## config.mk

```make
export PLATFORM = sky130hd
export DESIGN_NAME = config_port_arbiter_flat
export DESIGN_NICKNAME = d
export VERILOG_FILES = /design/src/rtl/config_port_arbiter_if.sv /design/src/rtl/config_port_arbiter.sv /design/src/flat_wrapper.sv
export SDC_FILE = /design/constraint.sdc
export NUM_CORES = 1
export LEC_CHECK = 0
export CELL_PAD_IN_SITES_DETAIL_PLACEMENT = 0
export CELL_PAD_IN_SITES_GLOBAL_PLACEMENT = 2
export CORE_UTILIZATION = 22
export DETAILED_ROUTE_END_ITERATION = 6
export MAX_ROUTING_LAYER = met4
export PLACE_DENSITY = 0.9
export SLEW_MARGIN = 40
export SYNTH_ARGS = -nofsm -noshare
export SYNTH_HDL_FRONTEND = slang
export SYNTH_SLANG_ARGS = --single-unit
```

## constraint.sdc

```tcl
create_clock -name CLK -period 6.5 [get_ports CLK]
set_clock_uncertainty 0.15 [all_clocks]
set_input_delay 0.65 -clock CLK [delete_from_list [all_inputs] [get_ports CLK]]
set_output_delay 0.65 -clock CLK [all_outputs]
set_load 0.03 [all_outputs]
```

## src/rtl/config_port_arbiter_if.sv

```systemverilog
// Bundle of requester and BRAM port-B signals shared by config_port_arbiter and its users.
// master: requesters plus the BRAM read-data return; slave: the arbiter.
interface config_port_arbiter_if #(
  parameter int unsigned NUM_REQ = 3,
  parameter int unsigned ADDR_W  = 6,
  parameter int unsigned DATA_W  = 16
);
  logic [NUM_REQ-1:0]        req;
  logic [NUM_REQ-1:0]        req_we;
  logic [NUM_REQ*ADDR_W-1:0] req_addr;
  logic [NUM_REQ*DATA_W-1:0] req_din;
  logic [NUM_REQ-1:0]        gnt;
  logic [NUM_REQ-1:0]        rvalid;
  logic [DATA_W-1:0]         rdata;
  logic                      bram_we;
  logic [ADDR_W-1:0]         bram_addr;
  logic [DATA_W-1:0]         bram_din;
  logic [DATA_W-1:0]         bram_dout;

  modport master (
    output req, req_we, req_addr, req_din, bram_dout,
    input  gnt, rvalid, rdata, bram_we, bram_addr, bram_din
  );

  modport slave (
    input  req, req_we, req_addr, req_din, bram_dout,
    output gnt, rvalid, rdata, bram_we, bram_addr, bram_din
  );
endinterface

```

## src/rtl/config_port_arbiter.sv

```systemverilog
// Round-robin arbiter sharing config BRAM port B among NUM_REQ requesters, with read-owner tracking.
// Optional macro CFG_ARB_FIXED_PRIO_EN: requester 0 always wins when eligible, others round-robin.
module config_port_arbiter #(
  parameter int unsigned NUM_REQ    = 3,
  parameter int unsigned ADDR_W     = 6,
  parameter int unsigned DATA_W     = 16,
  parameter int unsigned RD_LATENCY = 2
) (
  input logic                  CLK,
  input logic                  RST_N,
  config_port_arbiter_if.slave bus
);

  localparam int unsigned PTR_W = (NUM_REQ > 1) ? $clog2(NUM_REQ) : 1;

  typedef enum logic [1:0] {
    IDLE  = 2'd0,
    ISSUE = 2'd1,
    HOLD  = 2'd2
  } state_e;

  state_e               state_q, state_d;
  logic [PTR_W-1:0]     rr_ptr_q, rr_ptr_d;
  logic [RD_LATENCY-1:0] own_v_q;
  logic [PTR_W-1:0]     own_id_q [RD_LATENCY];
  logic [NUM_REQ-1:0]   gnt_q, gnt_d;
  logic [NUM_REQ-1:0]   rvalid_q, rvalid_d;
  logic                 we_q, we_d;
  logic [ADDR_W-1:0]    addr_q, addr_d;
  logic [DATA_W-1:0]    din_q, din_d;
  logic [NUM_REQ-1:0]   pend, elig, rr_elig;
  logic                 found, rd_issue;
  logic [PTR_W-1:0]     win;
  logic [PTR_W:0]       idx;

  // A requester stays blocked from read grant through the cycle of its RVALID
  always_comb begin
    pend = rvalid_q;
    for (int j = 0; j < int'(RD_LATENCY); j++) begin
      if (own_v_q[j]) pend[own_id_q[j]] = 1'b1;
    end
    elig = bus.req & ~pend;
  end

  // Winner selection, searching upward from the pointer with wrap
  always_comb begin
    found   = 1'b0;
    win     = '0;
    idx     = '0;
    rr_elig = elig;
`ifdef CFG_ARB_FIXED_PRIO_EN
    rr_elig[0] = 1'b0;
    if (elig[0]) found = 1'b1;
`endif
    for (int k = 0; k < int'(NUM_REQ); k++) begin
      idx = {1'b0, rr_ptr_q} + (PTR_W+1)'(k);
      if (idx >= (PTR_W+1)'(NUM_REQ)) idx = idx - (PTR_W+1)'(NUM_REQ);
      if (!found && rr_elig[PTR_W'(idx)]) begin
        found = 1'b1;
        win   = PTR_W'(idx);
      end
    end
  end

  always_comb begin
    state_d  = state_q;
    gnt_d    = '0;
    we_d     = 1'b0;
    addr_d   = addr_q;
    din_d    = din_q;
    rr_ptr_d = rr_ptr_q;
    rd_issue = 1'b0;

    case (state_q)
      IDLE, HOLD: begin
        if (found)          state_d = ISSUE;
        else if (|bus.req)  state_d = HOLD;
      end
      ISSUE: begin
        if (!found) state_d = HOLD;
      end
      default: state_d = IDLE;
    endcase
    if (bus.req == '0) state_d = IDLE;

    if (found) begin
      gnt_d    = NUM_REQ'(1) << win;
      we_d     = bus.req_we[win];
      addr_d   = bus.req_addr[win*ADDR_W +: ADDR_W];
      din_d    = bus.req_din[win*DATA_W +: DATA_W];
      rd_issue = ~bus.req_we[win];
      rr_ptr_d = (win == PTR_W'(NUM_REQ - 1)) ? '0 : win + 1'b1;
`ifdef CFG_ARB_FIXED_PRIO_EN
      if (win == '0) rr_ptr_d = rr_ptr_q;
`endif
    end

    rvalid_d = own_v_q[RD_LATENCY-1] ? (NUM_REQ'(1) << own_id_q[RD_LATENCY-1]) : '0;
  end

  always_ff @(posedge CLK or negedge RST_N) begin
    if (!RST_N) begin
      state_q  <= IDLE;
      rr_ptr_q <= '0;
      gnt_q    <= '0;
      rvalid_q <= '0;
      we_q     <= 1'b0;
      addr_q   <= '0;
      din_q    <= '0;
      own_v_q  <= '0;
      for (int j = 0; j < int'(RD_LATENCY); j++) own_id_q[j] <= '0;
    end else begin
      state_q     <= state_d;
      rr_ptr_q    <= rr_ptr_d;
      gnt_q       <= gnt_d;
      rvalid_q    <= rvalid_d;
      we_q        <= we_d;
      addr_q      <= addr_d;
      din_q       <= din_d;
      own_v_q[0]  <= rd_issue;
      own_id_q[0] <= win;
      for (int j = 1; j < int'(RD_LATENCY); j++) begin
        own_v_q[j]  <= own_v_q[j-1];
        own_id_q[j] <= own_id_q[j-1];
      end
    end
  end

  assign bus.gnt       = gnt_q;
  assign bus.rvalid    = rvalid_q;
  assign bus.bram_we   = we_q;
  assign bus.bram_addr = addr_q;
  assign bus.bram_din  = din_q;
  // BRAM output is valid in the RVALID cycle itself, so it is gated rather than re-registered
  assign bus.rdata     = (|rvalid_q) ? bus.bram_dout : '0;

endmodule

```

## src/flat_wrapper.sv

```systemverilog
// flat-port wrapper written by rule: the top's interface ports become plain ports
module config_port_arbiter_flat 
#(
  parameter int unsigned NUM_REQ    = 3,
  parameter int unsigned ADDR_W     = 6,
  parameter int unsigned DATA_W     = 16,
  parameter int unsigned RD_LATENCY = 2
)
  (CLK, RST_N, bus_req, bus_req_we, bus_req_addr, bus_req_din, bus_bram_dout, bus_gnt, bus_rvalid, bus_rdata, bus_bram_we, bus_bram_addr, bus_bram_din);
  config_port_arbiter_if #(.NUM_REQ(NUM_REQ), .ADDR_W(ADDR_W), .DATA_W(DATA_W)) bus_i ();
  input logic CLK;
  input logic RST_N;
  input wire logic [$bits(bus_i.req)-1:0] bus_req;
  input wire logic [$bits(bus_i.req_we)-1:0] bus_req_we;
  input wire logic [$bits(bus_i.req_addr)-1:0] bus_req_addr;
  input wire logic [$bits(bus_i.req_din)-1:0] bus_req_din;
  input wire logic [$bits(bus_i.bram_dout)-1:0] bus_bram_dout;
  output wire logic [$bits(bus_i.gnt)-1:0] bus_gnt;
  output wire logic [$bits(bus_i.rvalid)-1:0] bus_rvalid;
  output wire logic [$bits(bus_i.rdata)-1:0] bus_rdata;
  output wire logic [$bits(bus_i.bram_we)-1:0] bus_bram_we;
  output wire logic [$bits(bus_i.bram_addr)-1:0] bus_bram_addr;
  output wire logic [$bits(bus_i.bram_din)-1:0] bus_bram_din;
  assign bus_i.req = bus_req;
  assign bus_i.req_we = bus_req_we;
  assign bus_i.req_addr = bus_req_addr;
  assign bus_i.req_din = bus_req_din;
  assign bus_i.bram_dout = bus_bram_dout;
  assign bus_gnt = bus_i.gnt;
  assign bus_rvalid = bus_i.rvalid;
  assign bus_rdata = bus_i.rdata;
  assign bus_bram_we = bus_i.bram_we;
  assign bus_bram_addr = bus_i.bram_addr;
  assign bus_bram_din = bus_i.bram_din;
  config_port_arbiter #(.NUM_REQ(NUM_REQ), .ADDR_W(ADDR_W), .DATA_W(DATA_W), .RD_LATENCY(RD_LATENCY)) u_core (.CLK(CLK), .RST_N(RST_N), .bus(bus_i));
endmodule
```

==> run metrics, run 1 <==
die span in x=around 99 µm; drt drc=0; endpoints failing setup=0; RSZ-0062 raised after global routing=false; Worst-path clk slew=0.08 ns; distinct cell type count after synthesis=between 40 and 50; Final Hold Fails=0; Clk pwr share=between 10% and 20%; Worst Hold Class=primary input to async pin; Slew Viols, Final=0; H-tree depth=2; TritonCTS clock tree=yes; Post-Syn Area per Cell=roughly 11 µm²; CTS resizes=0; asr flop ratio synth=100%; Setup crit end kind=output port; final core utilization=between 40 and 50%; Slew HR=about three fifths; number of clock sinks=37; most frequent cells in the layout=133 x clkdlybuf4s50_1, 37 x dfrtp_1, 26 x inv_1; P_leak=~1.6 nW; site row count=34; origin of the critical flop-to-flop path=u_core.rr_ptr_q[0]; DRT iter0 DRCs=between 100 and 150; status=complete, no violations; maximum vdd drop=~210 µV; Post-synth EDFFs=0; Via-to-Cell Ratio=approximately 4.7; ANT cells=0; final net count=408; clk_lat worst skew=roughly 0.29 ns; WL/cell=14.8 µm; post-synthesis cell area=about 2100 µm²; largest net degree at the start of global routing=38; YS warnings=0; PwrDens=521 nW/µm²; final RePlAce weighted congestion=~0.73; Initial Util=a little under a quarter; internal power=a little over 1 mW; worst flop-to-flop path endpoint=u_core.bus.bram_din[2]; Pre-Repair DR Iteration Count=5; CTS max path bufs=2; part of the Yosys area used for sequential elements=about 45%; Max FO, Critical Path=1; switch share=between 40% and 50%; CTS buffer count=5; sequential share of power=between 20% and 30%; Synth Instances=~180; Max Fclk=362 MHz; die height=between 90 and 100 µm; Setup crit start kind=primary input; Setup TNS Final=0 ns; synthesis-to-finish area growth=74.5%; final wirelength=between 6000 and 7000 µm; part of the power in combinational logic=between 60% and 70%; leading cell type in the layout, fill and taps excluded=clkdlybuf4s50_1; Synth Flop Type=dfrtp_1; Syn Nets=274; #FFs+latches synth=37; Total GRT Usage=between 10% and 20%; max-cap viol count=0; switching pwr=856 µW; total congestion overflow=0; Core Area=8890 µm²; first-pass GRT wire length=10000 µm; layout cells sized above 1=roughly 8%; Crit path required time=about 5.7 ns; initial antenna violation count=0; post-route ant nets=0; Via Count=approximately 2.0k; root buf cell=clkbuf_8; DIE AREA=roughly 9700 µm²; Setup Fix Bufs, Post-CTS=0; Least-Margin Pin Slew=about 0.59 ns; I/O pin count=approximately 140; Critical Path AT=1.96 ns; crit share post-route=approximately 42%; R2R depth=9; hold_buf cts=0; flop2flop setup slack=around 3.9 ns; Final Critical Period=2.76 ns; vias in the first global route=between 2k and 2.5k; number of port buffers=between 100 and 150; crit path kind=primary input to output port; dpl hpwl=approximately 4700 µm
synth_stat cells, types with 2 or more instances:
library cell	n	area, µm²
buf_2	3	15.0
o31a_1	2	17.5
buf_4	2	15.0
a221oi_1	7	61.3
nor3_1	3	15.0
nor2_1	3	11.3
ha_1	2	25.0
and3_1	8	50.1
nor3b_2	2	25.0
a222oi_1	15	150
and2_1	2	12.5
buf_6	2	22.5
nor3_2	2	20.0
dfrtp_1	37	926
nor2b_1	17	106
mux2i_1	22	220
nand2b_1	2	12.5
inv_1	26	97.6
and3b_1	3	26.3
worst max-delay path, stage by stage:
cell,delay [ns]
clkdlybuf4s50_1,0.49
nor2b_1,0.14
clkdlybuf4s50_1,0.68
stage by stage:
step | instance area [µm²] | worst slack, ns | cells | hold WS, ns | total power, mW
after floorplan | 2060 | 4.14 | 182 | 0.204 | 1.29
after global placement | 3480 | 3.49 | 417 | 0.241 | 1.67
after detailed placement | 3480 | 3.45 | 417 | 0.247 | 1.69
after CTS | 3590 | 3.73 | 424 | 0.175 | 1.89
after global routing | 3590 | 3.62 | 424 | 0.194 | 2.00
final | 3590 | 3.74 | 424 | 0.158 | 1.87
final cells by class:
cell class	instances	area, µm²
Tap cell	108	135
Fill cell	889	5300
Multi-Input combinational cell	109	965
Clock inverter	2	35.0
Sequential cell	37	926
Inverter	26	97.6
Clock buffer	5	68.8
Timing Repair Buffer	137	1360
metal layers:
metal / track usage (%) / wire [µm] / vias to the layer above
li1: - / - / 936
met1: 14.7 / 2490 / 930
met2: 25.1 / 3260 / 102
met3: 3.90 / 470 / 7
met4: 2.41 / 41 / 0
met5: - / 0 / -
cells by family (layout without fill, tap and decap cells):
family,after synthesis,count (layout),share of synthesized area (%)
compound gates,33,33,15.6
simple gates,51,51,18.2
flops,37,37,45.0
mux,22,22,10.7
buf+inv,36,170,8.70
fa+ha+maj,3,3,1.76
state kept, by name, indices dropped and copies added, names as in the netlist:
| signal | flops |
|---|---|
| u_core.bus.bram_we | 1 |
| u_core.bus.bram_addr | 6 |
| u_core.own_id_q | 4 |
| u_core.rr_ptr_q | 2 |
| u_core.own_v_q | 2 |
| u_core.bus.gnt | 3 |
| u_core.bus.bram_din | 16 |
| u_core.bus.rvalid | 3 |
power groups by stage:
| stage | sequential, mW | combinational (mW) | clock (mW) |
|---|---|---|---|
| after floorplan | 0.578 | 0.714 | 0 |
| after CTS | 0.412 | 1.28 | 0.201 |
| after global placement | 0.410 | 1.26 | 0 |
| after detailed placement | 0.413 | 1.28 | 0 |
| final | 0.410 | 1.27 | 0.195 |
| after global routing | 0.425 | 1.37 | 0.210 |
how the worst max path moves through the flow:
stage | from | endpoint | slack (ns) | depth (start not counted)
2_1_floorplan | u_core.rr_ptr_q[0] | u_core.bus.bram_din[10] | 4.14 | 9
3_3_place_gp | bus_req[2] | u_core.bus.bram_din[2] | 3.49 | 7
3_5_place_dp | bus_req[0] | u_core.bus.bram_we | 3.45 | 7
4_1_cts | bus_bram_dout[10] | bus_rdata[10] | 3.73 | 3
5_1_grt | bus_req[0] | u_core.bus.bram_we | 3.62 | 7
6_report | bus_bram_dout[10] | bus_rdata[10] | 3.74 | 3
(Power assumes the default switching activity.)
==> inputs of run 2 (changes only) <==
Settings changed: CORE_UTILIZATION 22 to 20, PLACE_DENSITY 0.9 to 0.83.
Clock period 6.5 ns to 2.85 ns, I/O delays scaled along.
==> run 2 against run 1 <==
Combinational power grew 130%. Hold slack better by 0.11 ns. Clock-buffer cell count is 2 higher. Sequential power is 130% higher. Flip-flop and latch count stayed put. Clock power up 150%. Sequential share of layout area decreased by 0.56 points. Register-to-register slack lost 3.6 ns. Wire length up 5.5%. Largest power group unchanged. Highest routed layer unchanged.
==> run metrics, run 2 (synthesis results as in run 1) <==
status=complete, no violations; final RePlAce weighted congestion=0.761 (+4.3%); max-cap viol count=0 (unchanged); total congestion overflow=0 (unchanged); DRT iter0 DRCs=89 (-25%); min-delay src=u_core.own_v_q[0]; Hold Path Stages=0; Non-Filler Instances=452 (+6.6%); I/O pin count=135 (unchanged); Buf+Inv Stages, Crit Path=2 (unchanged); TritonCTS clock tree=yes; Crit path required time=2.92 ns (-2.78 ns); Final Hold Fails=0 (unchanged); Top delay family on crit path=simple AND/OR/NAND/NOR gates; Via-to-Cell Ratio=4.40 (-5.6%); crit path kind=register to register; layout cells sized above 1=8.15% (+0.24 points); Setup TNS Final=0 ns (unchanged); Slew HR=48.9% (-12 points); endpoints failing setup=0 (unchanged); final net count=410 (+0.49%); initial antenna violation count=0 (unchanged); Setup crit start kind=register; root buf cell=clkbuf_8; Max FO, Critical Path=13 (+12); leading cell type in the layout, fill and taps excluded=clkdlybuf4s50_1; P_leak=1.60 nW (+1.2%); number of clock sinks=37 (unchanged); Via Count=1988 (+0.66%); most frequent cells in the layout=133 x clkdlybuf4s50_1, 37 x dfrtp_1, 26 x inv_1; CTS resizes=0 (unchanged); drt drc=0 (unchanged); WL/cell=14.6 µm (-1.1%); Final WS setup=0.272 ns (-3.47 ns); Core Area=9860 µm² (+11%); Hold EP=u_core.own_v_q[1]; slowest stage delay, CP=0.45 ns (-0.23 ns); origin of the critical flop-to-flop path=u_core.rr_ptr_q[0]; flop2flop setup slack=0.27 ns (-3.60 ns); CTS buffer count=5 (unchanged); Critical Path AT=2.64 ns (+0.68 ns); synthesis-to-finish area growth=78.3%; first-pass GRT wire length=9960 µm (-0.48%); Worst-path clk slew=0.08 ns (about the same); dpl hpwl=5050 µm (+7.8%); Initial Util=20.9% (-2.3 points); die height=103 µm (+4.8%); most used routing layer=met2; site row count=36 (+5.9%); CP startpoint=u_core.rr_ptr_q[0]; Slew Viols, Final=0 (unchanged); vias in the first global route=2056 (-2.1%); Setup crit end kind=register; Total GRT Usage=12.9% (-0.72 points); die span in x=103 µm (+4.8%); FILL cells=985 (+11%); Worst Hold Class=register to register; final wirelength=6600 µm (+5.5%); CTS max path bufs=2 (unchanged); met1 Usage GRT=13.3% (-1.4 points); RSZ-0062 raised after global routing=false; Placement Setup Slack=0.201 ns (-3.25 ns); PwrDens=1200 nW/µm² (+130%); H-tree depth=2 (unchanged); worst flop-to-flop path endpoint=u_core.bus.bram_din[14]; Largest register FFs=16 (unchanged); R2R depth=9 (unchanged); grt met3 use=2.62% (-1.3 points); ANT cells=0 (unchanged); clk_lat worst skew=0.29 ns (about the same); largest net degree at the start of global routing=38 (unchanged); Final Critical Period=2.58 ns; Max Fclk=slightly below 400 MHz; number of port buffers=134 (unchanged); met2 global-route usage=24.8% (-0.27 points); crit path cell chain=inv_1 -> ha_1 -> nor2_1 -> or4b_1 -> nand2_1 -> a21o_2 -> buf_4 -> a222oi_1 -> mux2i_1; Pre-Repair DR Iteration Count=7 (+2); DIE AREA=10700 µm² (+9.8%); crit share post-route=between 90% and 100%; Max stage delay cell, worst path=or4b_1; Placed Cells=443 (+6.2%); post-route ant nets=0 (unchanged); maximum vdd drop=455 µV (+120%); Least-Margin Pin Slew=0.763 ns (+0.173 ns)
run 2: changes by cell type in the layout (fill, tap and decap cells not counted), sizes merged:
cell         delta
buf             +1
clkbuf          +2
clkinv          -1
dlygate4sd3     +1
run 2: stage by stage:
| step | util, % | cell area (µm²) | power (mW) | hold slack [ns] |
|---|---|---|---|---|
| after global placement | 35.8 | 3530 | 3.90 | 0.242 |
| after global routing | 37.2 | 3670 | 4.70 | 0.301 |
| after CTS | 37.2 | 3670 | 4.46 | 0.269 |
| after detailed placement | 35.9 | 3540 | 3.96 | 0.136 |
| final | 37.2 | 3670 | 4.39 | 0.270 |
| after floorplan | - | 2060 | 2.95 | -0.161 |
run 2: worst max path at each step:
| stage | slack (ns) | cells past startpoint | to |
|---|---|---|---|
| floorplan | 0.49 | 9 | u_core.bus.bram_din[10] |
| global placement | -0.02 | 7 | u_core.bus.bram_din[14] |
| detailed placement | 0.20 | 8 | u_core.bus.bram_din[5] |
| CTS | 0.26 | 9 | u_core.bus.bram_din[12] |
| global route | 0.06 | 6 | u_core.bus.bram_din[14] |
| finish | 0.27 | 9 | u_core.bus.bram_din[14] |
run 2: power by group:
group | internal (mW) | switching (mW)
Clock | 0.286 | 0.194
Combinational | 1.33 | 1.64
Sequential | 0.796 | 0.144
Total | 2.41 | 1.98
run 2: cell type report:
class / instances / area (µm²) / area share, %
clock buffers: 7 / 86.3 / 2.35
flip-flops and latches: 37 / 926 / 25.2
well taps: 133 / 166 / 4.54
repair buffers: 139 / 1390 / 37.9
multi-input cells: 109 / 971 / 26.5
clock inverters: 1 / 30.0 / 0.819
inverters: 26 / 97.6 / 2.66
run 2: layer usage:
metal / vias to the layer above / part of all wire, %
li1: 944 / -
met4: 0 / 0.98
met1: 944 / 39
met2: 93 / 53
met5: - / 0
met3: 7 / 6.9
run 2: repair_timing:
action / CTS / global route
endpoints found under the hold margin: 37 / 0
hold buffers: 1 / 0
buffers inserted: 0 / 0
